**config.mk**
```make
export PLATFORM = sky130hd
export DESIGN_NAME = in_info_loader
export DESIGN_NICKNAME = d
export VERILOG_FILES = /design/src/rtl/ldpc_pkg.sv /design/src/rtl/in_info_pp_ram.sv /design/src/rtl/in_info_loader.sv
export SDC_FILE = /design/constraint.sdc
export NUM_CORES = 2
export LEC_CHECK = 0
export ABC_AREA = 1
export CAP_MARGIN = 20
export CORE_MARGIN = 5
export CORE_UTILIZATION = 30
export DETAILED_ROUTE_END_ITERATION = 10
export PLACE_DENSITY = 0.45
export SLEW_MARGIN = 20
export SYNTH_ARGS = -nofsm -noshare
export SYNTH_HDL_FRONTEND = slang
export SYNTH_SLANG_ARGS = --single-unit
export TNS_END_PERCENT = 5
```
**constraint.sdc**
```tcl
create_clock -name clk -period 8.3 [get_ports clk]
set_input_delay 1.66 -clock clk [delete_from_list [all_inputs] [get_ports clk]]
set_output_delay 1.66 -clock clk [all_outputs]
set_load 0.01 [all_outputs]
```
**src/rtl/ldpc_pkg.sv**
```systemverilog
// Shared constants and types for the GF(257) 4x24 LDPC decoder front end.
package ldpc_pkg;

    localparam int N               = 24;
    localparam int M               = 4;
    localparam int GF_ORDER        = 257;
    localparam int SYM_WIDTH       = 72;
    localparam int BANK_ADDR_WIDTH = 8;

    typedef enum logic [1:0] {
        IDLE    = 2'd0,
        START   = 2'd1,
        SERVE   = 2'd2,
        RELEASE = 2'd3
    } rd_state_t;

    // One-hot mask selecting a bank inside the per-bank status vector.
    function automatic logic [1:0] bank_mask(input logic bank);
        logic [1:0] mask;
        if (bank) begin
            mask = 2'b10;
        end else begin
            mask = 2'b01;
        end
        return mask;
    endfunction

endpackage

```
**src/rtl/in_info_pp_ram.sv**
```systemverilog
// Two-bank simple dual-port RAM: one write port, one registered read port,
// the bank bit acting as the address MSB.
module in_info_pp_ram #(
    parameter int DATA_WIDTH = 72,
    parameter int DEPTH      = 24,
    parameter int ADDR_WIDTH = 8
) (
    input  logic                  clk,
    input  logic                  rst,
    input  logic                  wr_en,
    input  logic                  wr_bank,
    input  logic [ADDR_WIDTH-1:0] wr_addr,
    input  logic [DATA_WIDTH-1:0] wr_data,
    input  logic                  rd_en,
    input  logic                  rd_bank,
    input  logic [ADDR_WIDTH-1:0] rd_addr,
    output logic [DATA_WIDTH-1:0] rd_data
);

    localparam int IDX_W = (DEPTH > 1) ? $clog2(DEPTH) : 1;

    logic [DATA_WIDTH-1:0] mem [0:1][0:DEPTH-1];

    // Write port; storage is not reset so it can map onto block RAM.
    always_ff @(posedge clk) begin
        if (wr_en) begin
            mem[wr_bank][wr_addr[IDX_W-1:0]] <= wr_data;
        end
    end

    // Registered read port, cleared on reset so the consumer sees zero data.
    always_ff @(posedge clk) begin
        if (rst) begin
            rd_data <= {DATA_WIDTH{1'b0}};
        end else if (rd_en) begin
            rd_data <= mem[rd_bank][rd_addr[IDX_W-1:0]];
        end
    end

endmodule

```
**src/rtl/in_info_loader.sv**
```systemverilog
// in_info_loader: ping-pong channel-information buffer for the LDPC decoder;
// accepts frames on a valid/ready stream and serves the controller's read strobes.
module in_info_loader
    import ldpc_pkg::*;
#(
    parameter int FRAME_LEN  = N,
    parameter int DATA_WIDTH = SYM_WIDTH,
    parameter int ADDR_WIDTH = BANK_ADDR_WIDTH
) (
    input  logic                  clk,
    input  logic                  rst,
    input  logic                  s_valid,
    output logic                  s_ready,
    input  logic [DATA_WIDTH-1:0] s_data,
    input  logic                  s_last,
    output logic                  ini_st,
    input  logic                  in_info_rden,
    output logic [DATA_WIDTH-1:0] in_info_data,
    output logic                  in_info_vld,
    output logic                  frame_err,
    output logic [1:0]            bank_full
);

    localparam logic [ADDR_WIDTH-1:0] LAST_IDX = ADDR_WIDTH'(FRAME_LEN - 1);
    localparam logic [ADDR_WIDTH-1:0] CNT_ONE  = ADDR_WIDTH'(1);

    rd_state_t             state_r;
    rd_state_t             state_nxt_s;
    logic                  st_cnt_r;
    logic                  wr_bank_r;
    logic                  rd_bank_r;
    logic [ADDR_WIDTH-1:0] wr_cnt_r;
    logic [ADDR_WIDTH-1:0] rd_cnt_r;

    logic                  accept_s;
    logic                  wr_last_s;
    logic                  commit_s;
    logic                  early_last_s;
    logic                  missing_last_s;
    logic                  rd_fire_s;
    logic                  release_s;
    logic                  stray_rd_s;
    logic                  ini_nxt_s;
    logic                  wr_bank_nxt_s;
    logic [1:0]            bank_full_nxt_s;

    // Write-side frame bookkeeping and the next bank-status vector.
    always_comb begin
        accept_s        = s_valid && s_ready;
        wr_last_s       = (wr_cnt_r == LAST_IDX);
        commit_s        = accept_s && wr_last_s;
        early_last_s    = accept_s && s_last && !wr_last_s;
        missing_last_s  = commit_s && !s_last;
        bank_full_nxt_s = bank_full;
        if (commit_s) begin
            bank_full_nxt_s = bank_full_nxt_s | bank_mask(wr_bank_r);
            wr_bank_nxt_s   = ~wr_bank_r;
        end else begin
            wr_bank_nxt_s   = wr_bank_r;
        end
        // Release always targets the other bank from any same-cycle commit.
        if (release_s) begin
            bank_full_nxt_s = bank_full_nxt_s & ~bank_mask(rd_bank_r);
        end else begin
            bank_full_nxt_s = bank_full_nxt_s;
        end
    end

    // Read FSM state register.
    always_ff @(posedge clk) begin
        if (rst) begin
            state_r <= IDLE;
        end else begin
            state_r <= state_nxt_s;
        end
    end

    // Read FSM next-state logic.
    always_comb begin
        state_nxt_s = state_r;
        case (state_r)
            IDLE: begin
                if (bank_full[rd_bank_r]) begin
                    state_nxt_s = START;
                end else begin
                    state_nxt_s = IDLE;
                end
            end
            START: begin
                if (st_cnt_r) begin
                    state_nxt_s = SERVE;
                end else begin
                    state_nxt_s = START;
                end
            end
            SERVE: begin
                if (in_info_rden && (rd_cnt_r == LAST_IDX)) begin
                    state_nxt_s = RELEASE;
                end else begin
                    state_nxt_s = SERVE;
                end
            end
            RELEASE: state_nxt_s = IDLE;
            default: state_nxt_s = IDLE;
        endcase
    end

    // Read FSM output decode.
    always_comb begin
        rd_fire_s  = 1'b0;
        release_s  = 1'b0;
        stray_rd_s = 1'b0;
        case (state_r)
            SERVE:   rd_fire_s  = in_info_rden;
            RELEASE: begin
                release_s  = 1'b1;
                stray_rd_s = in_info_rden;
            end
            default: stray_rd_s = in_info_rden;
        endcase
        ini_nxt_s = (state_nxt_s == START);
    end

    // Counters, bank pointers and registered status outputs.
    always_ff @(posedge clk) begin
        if (rst) begin
            s_ready     <= 1'b0;
            ini_st      <= 1'b0;
            in_info_vld <= 1'b0;
            frame_err   <= 1'b0;
            bank_full   <= 2'b00;
            wr_bank_r   <= 1'b0;
            rd_bank_r   <= 1'b0;
            wr_cnt_r    <= {ADDR_WIDTH{1'b0}};
            rd_cnt_r    <= {ADDR_WIDTH{1'b0}};
            st_cnt_r    <= 1'b0;
        end else begin
            bank_full   <= bank_full_nxt_s;
            wr_bank_r   <= wr_bank_nxt_s;
            s_ready     <= ~bank_full_nxt_s[wr_bank_nxt_s];
            ini_st      <= ini_nxt_s;
            in_info_vld <= rd_fire_s;
            frame_err   <= early_last_s || missing_last_s || stray_rd_s;
            st_cnt_r    <= (state_r == START) ? ~st_cnt_r : 1'b0;
            if (commit_s || early_last_s) begin
                wr_cnt_r <= {ADDR_WIDTH{1'b0}};
            end else if (accept_s) begin
                wr_cnt_r <= wr_cnt_r + CNT_ONE;
            end
            if (release_s) begin
                rd_cnt_r  <= {ADDR_WIDTH{1'b0}};
                rd_bank_r <= ~rd_bank_r;
            end else if (rd_fire_s) begin
                rd_cnt_r  <= rd_cnt_r + CNT_ONE;
            end
        end
    end

    in_info_pp_ram #(
        .DATA_WIDTH (DATA_WIDTH),
        .DEPTH      (FRAME_LEN),
        .ADDR_WIDTH (ADDR_WIDTH)
    ) u_ram (
        .clk     (clk),
        .rst     (rst),
        .wr_en   (accept_s),
        .wr_bank (wr_bank_r),
        .wr_addr (wr_cnt_r),
        .wr_data (s_data),
        .rd_en   (rd_fire_s),
        .rd_bank (rd_bank_r),
        .rd_addr (rd_cnt_r),
        .rd_data (in_info_data)
    );

endmodule

```
==> flow_metrics.tcl <==
set metrics [dict create \
    grt_pass1_vias 91900 \
    cts_setup_buffers 0 \
    rr_startpoint "rd_cnt_r[0]$_SDFFE_PP0P_" \
    fin_crit_sh 0.510 \
    final_cell_mix "nand2_1 (4611), edfxtp_1 (3456), inv_1 (1664)" \
    layout-drive-gt1-share 0.0642 \
    cp_max_fo 37 \
    start_kind "input pin" \
    grt_pass1_wl_um 708000 \
    tns_ps 0 \
    slew_headroom 0.227 \
    ios 155 \
    worstSetupPathType "input pin to flop" \
    yosysTopAreaCell "edfxtp_1" \
    max_freq_mhz 236 \
    clkTransAtPathRegs_ps 50 \
    area_growth_syn_to_layout_pct 14.8 \
    rows 258 \
    cts_resized 0 \
    tritoncts "done" \
    ys_warn_count 0 \
    port_buffers 154 \
    firstDrtPassIters 8 \
    dp_hpwl_um 265000 \
    wl_per_cell_um 24.1 \
    layout_commonest_cell "nand2_1" \
    p_sw_frac 0.206 \
    clk_path_buf_depth 4 \
    critPathArrivalTime_ps 4780 \
    startpoint "s_valid" \
    viasPerCell 4.70 \
    grt_max_degree 177 \
    grt_setup_unrepaired "false" \
    status "completed" \
    worstHoldStart "wr_cnt_r[7]$_SDFFE_PP0N_" \
    power_density_nw_per_um2 220 \
    dr_total_vias 98000 \
    end_kind "flop" \
    cts-root-buf "clkbuf_16" \
    ys_seq_area_frac 0.712 \
    avgSynthCellArea_um2 10.7 \
    cts_sinks 3556 \
    hold_path_class "flop to flop" \
    p_seq_frac 0.527 \
    hold_viol 0 \
    htreeDepth 5 \
    cts_made_buffers 391 \
    cp.required_ps 8840 \
    final-setup-viol-count 0 \
    pwr-share-clk 0.460 \
    wl_um 503000 \
    remaining_drc_errors 0 \
    synth_area_um2 149000 \
    synth_nets 14000 \
    antenna_found_initial 45 \
    irDropWorstVdd_v 0.000176 \
    synth-seq-cells 3556 \
    worstMarginPinSlew_ps 1160 \
    drv_slew 0 \
    cts.hold.buffers_added 0 \
    drt_iter0_markers 9449 \
    fin_util 0.345 \
    track_usage 0.191 \
    dieArea_um2 509000 \
    fin_crit_ps 4230 \
    grt_overflow 0 \
    core_area_um2 494000 \
    clk_latency_ps 980 \
    synthTopCellsByArea "edfxtp_1 (70%), nand2_1 (12%), nand3_1 (5.6%)" \
    gp_congestion 0.754 \
    combPwrFrac 0.014 \
    synthCells 13900 \
    ant_nets 0 \
    die_w_um 714 \
    fin_worst_skew_ps 52.2 \
    maxCapViolCount 0 \
    p_leak_nw 66.3 \
    final_net_count 14100 \
    internal-power_mw 29.7 \
    p_sw_mw 7.71 \
    start_util 0.301 \
    ys_types 28 \
    die_height_um 714 \
    synth_top_area_frac 0.699 \
]
==> layout make-up <==
class | instances | area [um^2]
well taps | 6500 | 8130
repair buffers | 441 | 4150
clock inverters | 191 | 1850
diodes | 7 | 17.5
fillers | 49100 | 323000
multi-input cells | 7948 | 33600
clock buffers | 529 | 10600
inverters | 1676 | 6350
flip-flops and latches | 3556 | 106000
==> registers in the layout (all words and copies together), names as in the netlist, 2 cells and up, named ones only <==
name	cells
bank_full	2
u_ram.rd_data	72
u_ram.mem	3456
wr_cnt_r	8
rd_cnt_r	8
state_r	2
==> cell usage after synthesis, drive strengths merged <==
cell type / count
nand2: 4612
edfxtp: 3456
inv: 1673
nand3: 1653
nor2: 833
clkbuf: 417
o21ai: 379
buf: 338
a21oi: 280
dfxtp: 100
o211ai: 72
nor3: 47
or2: 32
and3: 21
ha: 5
xor2: 4
clkinv: 3
nand4: 2
o21a: 2
and2: 1
nand3b: 1
nor3b: 1
o2111ai: 1
o21bai: 1
o22ai: 1
==> path summary, 6_finish.rpt <==
kind              depth (start not counted)  slack [ps]                              to
hold / removal                            2         480        wr_cnt_r[7]$_SDFFE_PP0N_
setup reg to reg                         11        4410  u_ram.rd_data[35]$_SDFFE_PP0P_
setup / recovery                          7        4070    u_ram.mem[1][1160]$_DFFE_PP_
hold reg to reg                           2         480        wr_cnt_r[7]$_SDFFE_PP0N_
==> per-layer routing <==
layer  vias to the layer above  wire (um)  track usage
met5                         -         13            0
met2                      2626     237000        0.315
met3                       664      24500       0.0200
li1                      46100          -            -
met4                         2      16400       0.0577
met1                     48600     225000        0.266
==> cells by family after synthesis <==
group                      count (synthesis)  share of synthesized area
AOI/OAI and AO/OA                        736                     0.0261
and+or+nand+nor                         7203                      0.197
DFF                                     3556                      0.712
adders and majority gates                  5                   0.000421
xor gates and xnor gates                   4                   0.000236
buffers and inverters                   2431                     0.0635
==> through the flow <==
stage / area (um^2) / hold WS, ps / power (mW) / worst slack [ps] / instances
2_1_floorplan: 149000 / 444 / 20.2 / 588 / 13900
6_report: 171000 / 482 / 37.4 / 4070 / 20800
4_1_cts: 170000 / 482 / 37.8 / 4040 / 20800
3_5_place_dp: 158000 / 473 / 20.6 / 3060 / 20100
3_3_place_gp: 158000 / 480 / 20.6 / 3060 / 20100
5_1_grt: 171000 / 498 / 38.6 / 4000 / 20800
==> critical path: stages <==
cell and delay (ps):
clkdlybuf4s50_1 460, nand2_1 240, nor2_1 300, inv_1 330, nor3_2 240, buf_4 480, buf_4 870
==> power groups by stage <==
stage	Sequential [mW]	Clock [mW]	Combinational (mW)
after floorplan	20.1	0	0.0697
after global placement	20.1	0	0.519
after detailed placement	20.1	0	0.521
after CTS	19.7	17.6	0.521
after global routing	19.7	18.3	0.550
final	19.7	17.2	0.507
(Power assumes the default switching activity.)
